$ cat src/rtl/hazard_ctrl.sv
// rtl/hazard_ctrl.sv - pipeline hazard/stall controller driving PC, IF/ID, ID/EX and EX/MEM controls
// Optional macro HAZARD_MDU_EN enables the MDU_WAIT freeze for multi-cycle mult/div.
module hazard_ctrl #(
  parameter int RESET_HOLD  = 2,
  parameter int MDU_LATENCY = 4
) (
  input  logic       i_clk,
  input  logic       i_rst,
  input  logic       i_idexMemRead,
  input  logic [4:0] i_idexRt,
  input  logic [4:0] i_ifidRs,
  input  logic [4:0] i_ifidRt,
  input  logic       i_branchTaken,
  input  logic       i_mduStart,
  output logic       o_pcWrite,
  output logic       o_ifidWrite,
  output logic       o_ifidFlush,
  output logic       o_idexWrite,
  output logic       o_idexFlush,
  output logic       o_exmemFlush,
  output logic [1:0] o_state
);

  localparam int CNT_MAX = (RESET_HOLD > MDU_LATENCY) ? RESET_HOLD : MDU_LATENCY;
  localparam int CNT_W   = $clog2(CNT_MAX + 1);

  localparam logic [CNT_W-1:0] CNT_HOLD = CNT_W'(RESET_HOLD);
  localparam logic [CNT_W-1:0] CNT_ONE  = CNT_W'(1);

  typedef enum logic [1:0] {
    S_HOLD     = 2'd0,
    S_RUN      = 2'd1,
    S_MDU_WAIT = 2'd2
  } state_t;

  state_t           state, state_nxt;
  logic [CNT_W-1:0] cnt, cnt_nxt;
  logic             load_use;

`ifdef HAZARD_MDU_EN
  localparam logic [CNT_W-1:0] CNT_MDU = CNT_W'(MDU_LATENCY - 1);
  logic idex_write;
  logic exmem_flush;
  assign o_idexWrite  = idex_write;
  assign o_exmemFlush = exmem_flush;
`else
  assign o_idexWrite  = 1'b1;
  assign o_exmemFlush = 1'b0;
  wire unused_mdu = i_mduStart;
`endif

  // Register $0 is hardwired zero, so a load targeting it never creates a dependency.
  assign load_use = i_idexMemRead && (i_idexRt != 5'd0) &&
                    ((i_idexRt == i_ifidRs) || (i_idexRt == i_ifidRt));

  always_ff @(posedge i_clk or posedge i_rst) begin
    if (i_rst) begin
      state <= S_HOLD;
      cnt   <= CNT_HOLD;
    end else begin
      state <= state_nxt;
      cnt   <= cnt_nxt;
    end
  end

  always_comb begin
    state_nxt   = state;
    cnt_nxt     = cnt;
    o_pcWrite   = 1'b1;
    o_ifidWrite = 1'b1;
    o_ifidFlush = 1'b0;
    o_idexFlush = 1'b0;
`ifdef HAZARD_MDU_EN
    idex_write  = 1'b1;
    exmem_flush = 1'b0;
`endif
    case (state)
      S_HOLD: begin
        o_pcWrite   = 1'b0;
        o_ifidWrite = 1'b0;
        o_ifidFlush = 1'b1;
        o_idexFlush = 1'b1;
        cnt_nxt     = cnt - CNT_ONE;
        if (cnt == CNT_ONE) state_nxt = S_RUN;
      end
      S_RUN: begin
        if (i_branchTaken) begin
          // Squash the two wrong-path instructions; the branch outranks any stall.
          o_ifidFlush = 1'b1;
          o_idexFlush = 1'b1;
`ifdef HAZARD_MDU_EN
        end else if (i_mduStart) begin
          state_nxt = S_MDU_WAIT;
          cnt_nxt   = CNT_MDU;
`endif
        end else if (load_use) begin
          o_pcWrite   = 1'b0;
          o_ifidWrite = 1'b0;
          o_idexFlush = 1'b1;
        end
      end
`ifdef HAZARD_MDU_EN
      S_MDU_WAIT: begin
        // Freeze everything upstream of EX and keep EX/MEM empty until the MDU finishes.
        o_pcWrite   = 1'b0;
        o_ifidWrite = 1'b0;
        idex_write  = 1'b0;
        exmem_flush = 1'b1;
        cnt_nxt     = cnt - CNT_ONE;
        if (cnt == CNT_ONE) state_nxt = S_RUN;
      end
`endif
      default: begin
        state_nxt = S_HOLD;
        cnt_nxt   = CNT_HOLD;
      end
    endcase
  end

  assign o_state = state;

endmodule

$ cat config.mk
export PLATFORM = sky130hd
export DESIGN_NAME = hazard_ctrl
export DESIGN_NICKNAME = d
export VERILOG_FILES = /design/src/rtl/hazard_ctrl.sv
export SDC_FILE = /design/constraint.sdc
export NUM_CORES = 1
export LEC_CHECK = 0
export CORE_AREA = 2 2 39 41
export CTS_CLUSTER_DIAMETER = 100
export DETAILED_ROUTE_END_ITERATION = 16
export DIE_AREA = 0 0 41 43
export PLACE_DENSITY_LB_ADDON = 0.2
export SLEW_MARGIN = 10
export SYNTH_ARGS = -nofsm -noshare
export SYNTH_HDL_FRONTEND = slang
export SYNTH_SLANG_ARGS = --single-unit
$ cat constraint.sdc
create_clock -name i_clk -period 4.2 [get_ports i_clk]
set_clock_uncertainty 0.05 [all_clocks]
set_input_delay 1.05 -clock i_clk [delete_from_list [all_inputs] [get_ports i_clk]]
set_output_delay 1.05 -clock i_clk [all_outputs]
set_load 0.05 [all_outputs]
### Yosys cells after proc, flatten, opt, wreduce, memory -nomap -nowiden

Cells that the tools add are included.

| storage, ports and cells | value |
|---|---|
| flip-flop bits (word level) | 5 |
| bits of input ports | 20 |
| output and inout bits | 8 |
| word-level logic and storage cells | 26 |

| cells by class | value |
|---|---|
| add/subtract/negate cells | 1 |
| equal/unequal tests | 5 |
| muxes and demuxes | 11 |
| bitwise logic cells | 1 |
| reductions and logical operators | 6 |

Operators by type and width:

| cell | count |
|---|---|
| 5-bit equality test | 2 |
| 1-bit one-hot mux with 2 select lines | 3 |
| 3-bit one-hot mux with 2 select lines | 1 |
| 1-bit two-way mux | 5 |
| 5-bit nonzero test | 1 |
| 2-bit one-hot mux with 2 select lines | 1 |
| 3-bit by 1-bit equality test with 1-bit output (second input constant) | 1 |
| 3-bit by 1-bit subtractor with 3-bit output (second input constant) | 1 |
| 2-bit by 1-bit equality test with 1-bit output (second input constant) | 1 |
| 1-bit logical AND | 2 |
| 2-bit zero test | 1 |
| 2-bit two-way mux | 1 |
| 2-bit inequality test (second input constant) | 1 |
| 2-bit AND reduction | 1 |
| 1-bit logical OR | 1 |
| 1-bit inverter | 1 |

### Depth between registers and ports, before layout

| depth | value |
|---|---|
| depth in word-level cells | 6 |
| depth in mapped cells | 5 |
| gate-level depth less buffers | 4 |

### Worst setup path after synthesis

OpenSTA, ideal clock, no wires.

| path | value |
|---|---|
| kind | input to output |
| start | input i_idexRt[1] |
| end | output o_pcWrite |
| arrival | 2.281 ns |
| data required time | 3.100 ns |
| setup slack | 0.819 ns |
| cell stages on the path | 4 |
| path buffers | 1 |
| path through | or4_1 o21ai_2 o31a_2 buf_4 |

| on the way | value |
|---|---|
| word-level cells in the longest chain between the ends | 6 |
| elaborated cells on any way between the ends | 9 |
| those cells by class | eq/ne (2); mux (3); reduce/logical (4) |

RTL lines:

| what | line | RTL |
|---|---|---|
| from (decl) | 10 | `input logic [4:0] i_idexRt,` |
| 5-bit equality test / 5-bit nonzero test (equally long branches) | 54, 53 |  |
| 1-bit logical OR / 1-bit logical AND (equally long branches) | 54, 53 |  |
| 1-bit logical AND * | 53 | `assign load_use = i_idexMemRead && (i_idexRt != 5'd0) &&` |
| 1-bit two-way mux * (2 in series) | - |  |
| 1-bit one-hot mux with 2 select lines * | - |  |
| to (decl) | 15 | `output logic o_pcWrite,` |

Every way passes the cells marked *; elsewhere a longest branch is shown, timed or not.

### Worst setup path after layout

| path | value |
|---|---|
| start | input i_idexRt[3] |
| end | output o_ifidWrite |

| on the way | value |
|---|---|
| word-level cells in the longest chain between the ends | 6 |
| elaborated cells on any way between the ends | 9 |
| those cells by class | eq/ne (2); mux (3); reduce/logical (4) |

RTL lines:

| what | line | RTL |
|---|---|---|
| 5-bit equality test / 5-bit nonzero test (equally long branches) | 54, 53 |  |
| 1-bit logical OR / 1-bit logical AND (equally long branches) | 54, 53 |  |
| 1-bit logical AND * | 53 |  |
| 1-bit two-way mux * | 96 | `end else if (load_use) begin` |
| 1-bit two-way mux * | 87 | `if (i_branchTaken) begin` |
| 1-bit one-hot mux with 2 select lines * | 77 | `case (state)` |
| to (decl) | 16 | `output logic o_ifidWrite,` |

Marks and branches as above.

==> impl_metrics.ini <==
[clock_tree]
root_buffer = clkbuf_4
cts_tree = built
clk_path_buf_depth = 2
cts-buffers-inserted = 3
cts_resized = 0
clock-sinks = 4
clkSlewWorstSetupHoldPaths_ps = 30
cts-hold-fix-buffers = 0
clock_latency_ps = 230
cts_setup_buffers = 0
htree_levels = 1

[sta]
hold_ws_ps = 444
fin_setup_tns_ps = 0
finalHoldViolCount = 0
fin_crit_ps = 3720
rsz0062_at_grt = false
setup_viol_count_final = 0
period_share_pct = 88.5
max_freq_mhz = 269
slew_violations = 0

[logic_synthesis]
syn_area_um2 = 373
synthTopCellsByArea = xor2_1 (23%), dfrtp_1 (20%), buf_4 (8.1%)
ys_seq_area_share_pct = 27.2
synth_cell_type_count = 19
postSynthAreaPerCell_um2 = 9.09
synth_top_area_cell = xor2_1
ys_warn_count = 0
syn_inst = 41
synth-seq-cells = 4
yosysTopAreaCellShare_pct = 23.5

[global_route]
antenna_found_initial = 0
grt_pass1_vias = 324
grt-ovfl-total = 0
grt_max_degree = 8
grt_pass1_wl_um = 1180
grt_use_total_pct = 9.96

[floorplanning]
dieArea_um2 = 1760
die_h_um = 43
fp-row-count = 14
initial_core_util_pct = 26.9
coreArea_um2 = 1380
design.portCount = 28
dieWidth_um = 41

[critical_path]
cp.required_ps = 3100
cp.arrival_ps = 2620
path_class = input pin to primary output
end_kind = primary output
worst-path-max-fanout = 3
cp-start-kind = input pin

[power_and_ir_drop]
p_leak_nw = 0.278
vdd_drop_max_mv = 0.119
power_uw = 136
power.density_nw_per_um2 = 213

[drt]
post_drt_wl_per_cell_um = 10.1
vias_per_cell = 4.14
routed_wl_um = 822
vias = 335
antenna_left = 0
first_pass_iters = 1
drtIter0Drc = 0
drcViolationCount = 0

[outcome]
status = complete, no violations

[flow_run]
drv_cap = 0

[cells_and_area]
drive_above_1_share_pct = 13.8
diodes = 0
seqCellArea_um2 = 101
nets = 88
final_area_um2 = 641
multi_input_area_um2 = 230
area_growth_pct = 71.8
final_core_util_pct = 46.3
n_fill_cell = 149

[placed_design]
numPortBuffers = 23
place_congestion = 0.526
place_area_um2 = 614
dp_hpwl_um = 696

[worst_hold_path]
holdCritPathClass = flop to flop
## critical path: stages
cell and delay, ps:
clkdlybuf4s50_1 460, xor2_1 180, nor3_1 220, a22oi_1 140
o31a_2 390, buf_12 160
## Yosys cell counts (all sizes together)
library cell   n
nor3           2
buf            4
o21ai          1
nand2b         1
inv            4
o31a           1
mux2i          1
nor2b          1
xnor2          2
xor2          10
a22oi          1
ha             2
conb           2
a21o           1
or4            1
dfstp          1
o21bai         1
nor2           2
dfrtp          3
## per-layer routing
layer  part of all wire, %  track usage (%)  vias up
met2                    47             16.6       19
met1                    35             8.74      145
met3                    18             5.24        0
met4                     0             6.00        0
met5                     0                0        -
li1                      -                -      171
## state kept, by name (all words and copies together) (netlist names)
signal and count:
cnt 3, o_state 1
## report_power, final
part | leakage, nW | internal [mW] | switching (mW)
registers | 0.0470 | 0.0388 | 0
clock network | 0.0150 | 0.0356 | 0.0156
logic | 0.216 | 0.0237 | 0.0225
total | 0.278 | 0.0981 | 0.0381
## worst paths after layout
kind / start / endpoint / slack [ps] / cells after the start
hold reg to reg: cnt[0] / cnt[0] / 440 / 1
hold / removal: cnt[0] / cnt[0] / 440 / 1
max in group asynchronous: i_rst / cnt[1] / 2930 / 2
setup / recovery: i_idexRt[3] / o_ifidWrite / 480 / 6
setup reg to reg: cnt[1] / cnt[2] / 3050 / 4
min in group asynchronous: i_rst / cnt[2] / 940 / 2
## cell families after synthesis
kind of cell	Yosys count	synth area share, %
buffers and inverters	8	12.1
AND/OR/NAND/NOR	7	10.1
XOR/XNOR	12	28.2
other	2	2.01
AO/OA/AOI/OAI	5	11.1
adder cells (fa/ha/maj)	2	6.71
flip-flops	4	27.2
multiplexers	1	2.68
## placed cells by master (no fill, tap or decap)
cell type | Yosys | final
a21o_1 | 1 | 1
a22oi_1 | 1 | 1
buf_12 | 0 | 2
buf_4 | 4 | 1
clkbuf_1 | 0 | 1
clkbuf_4 | 0 | 3
clkdlybuf4s50_1 | 0 | 20
conb_1 | 2 | 3
dfrtp_1 | 3 | 3
dfstp_2 | 1 | 1
ha_1 | 2 | 2
inv_1 | 4 | 4
mux2i_1 | 1 | 1
nand2b_1 | 1 | 1
nor2_1 | 2 | 2
nor2b_1 | 1 | 1
nor3_1 | 2 | 2
o21ai_2 | 1 | 1
o21bai_1 | 1 | 1
o31a_2 | 1 | 1
or4_1 | 1 | 1
xnor2_1 | 2 | 2
xor2_1 | 10 | 10
## through the flow
step	instances	setup slack [ps]
floorplan	42	819
global placement	77	463
detailed placement	77	467
CTS	81	456
global route	81	388
finish	81	483
## area by class of cell
type / count / share of cell area [%]
clock buffer: 4 / 4.10
inverter: 4 / 2.34
multi-input combinational: 30 / 35.9
sequential: 4 / 15.8
tap: 16 / 3.13
timing repair buffer: 23 / 38.7
Note: power is estimated with default switching activity, not from simulation.
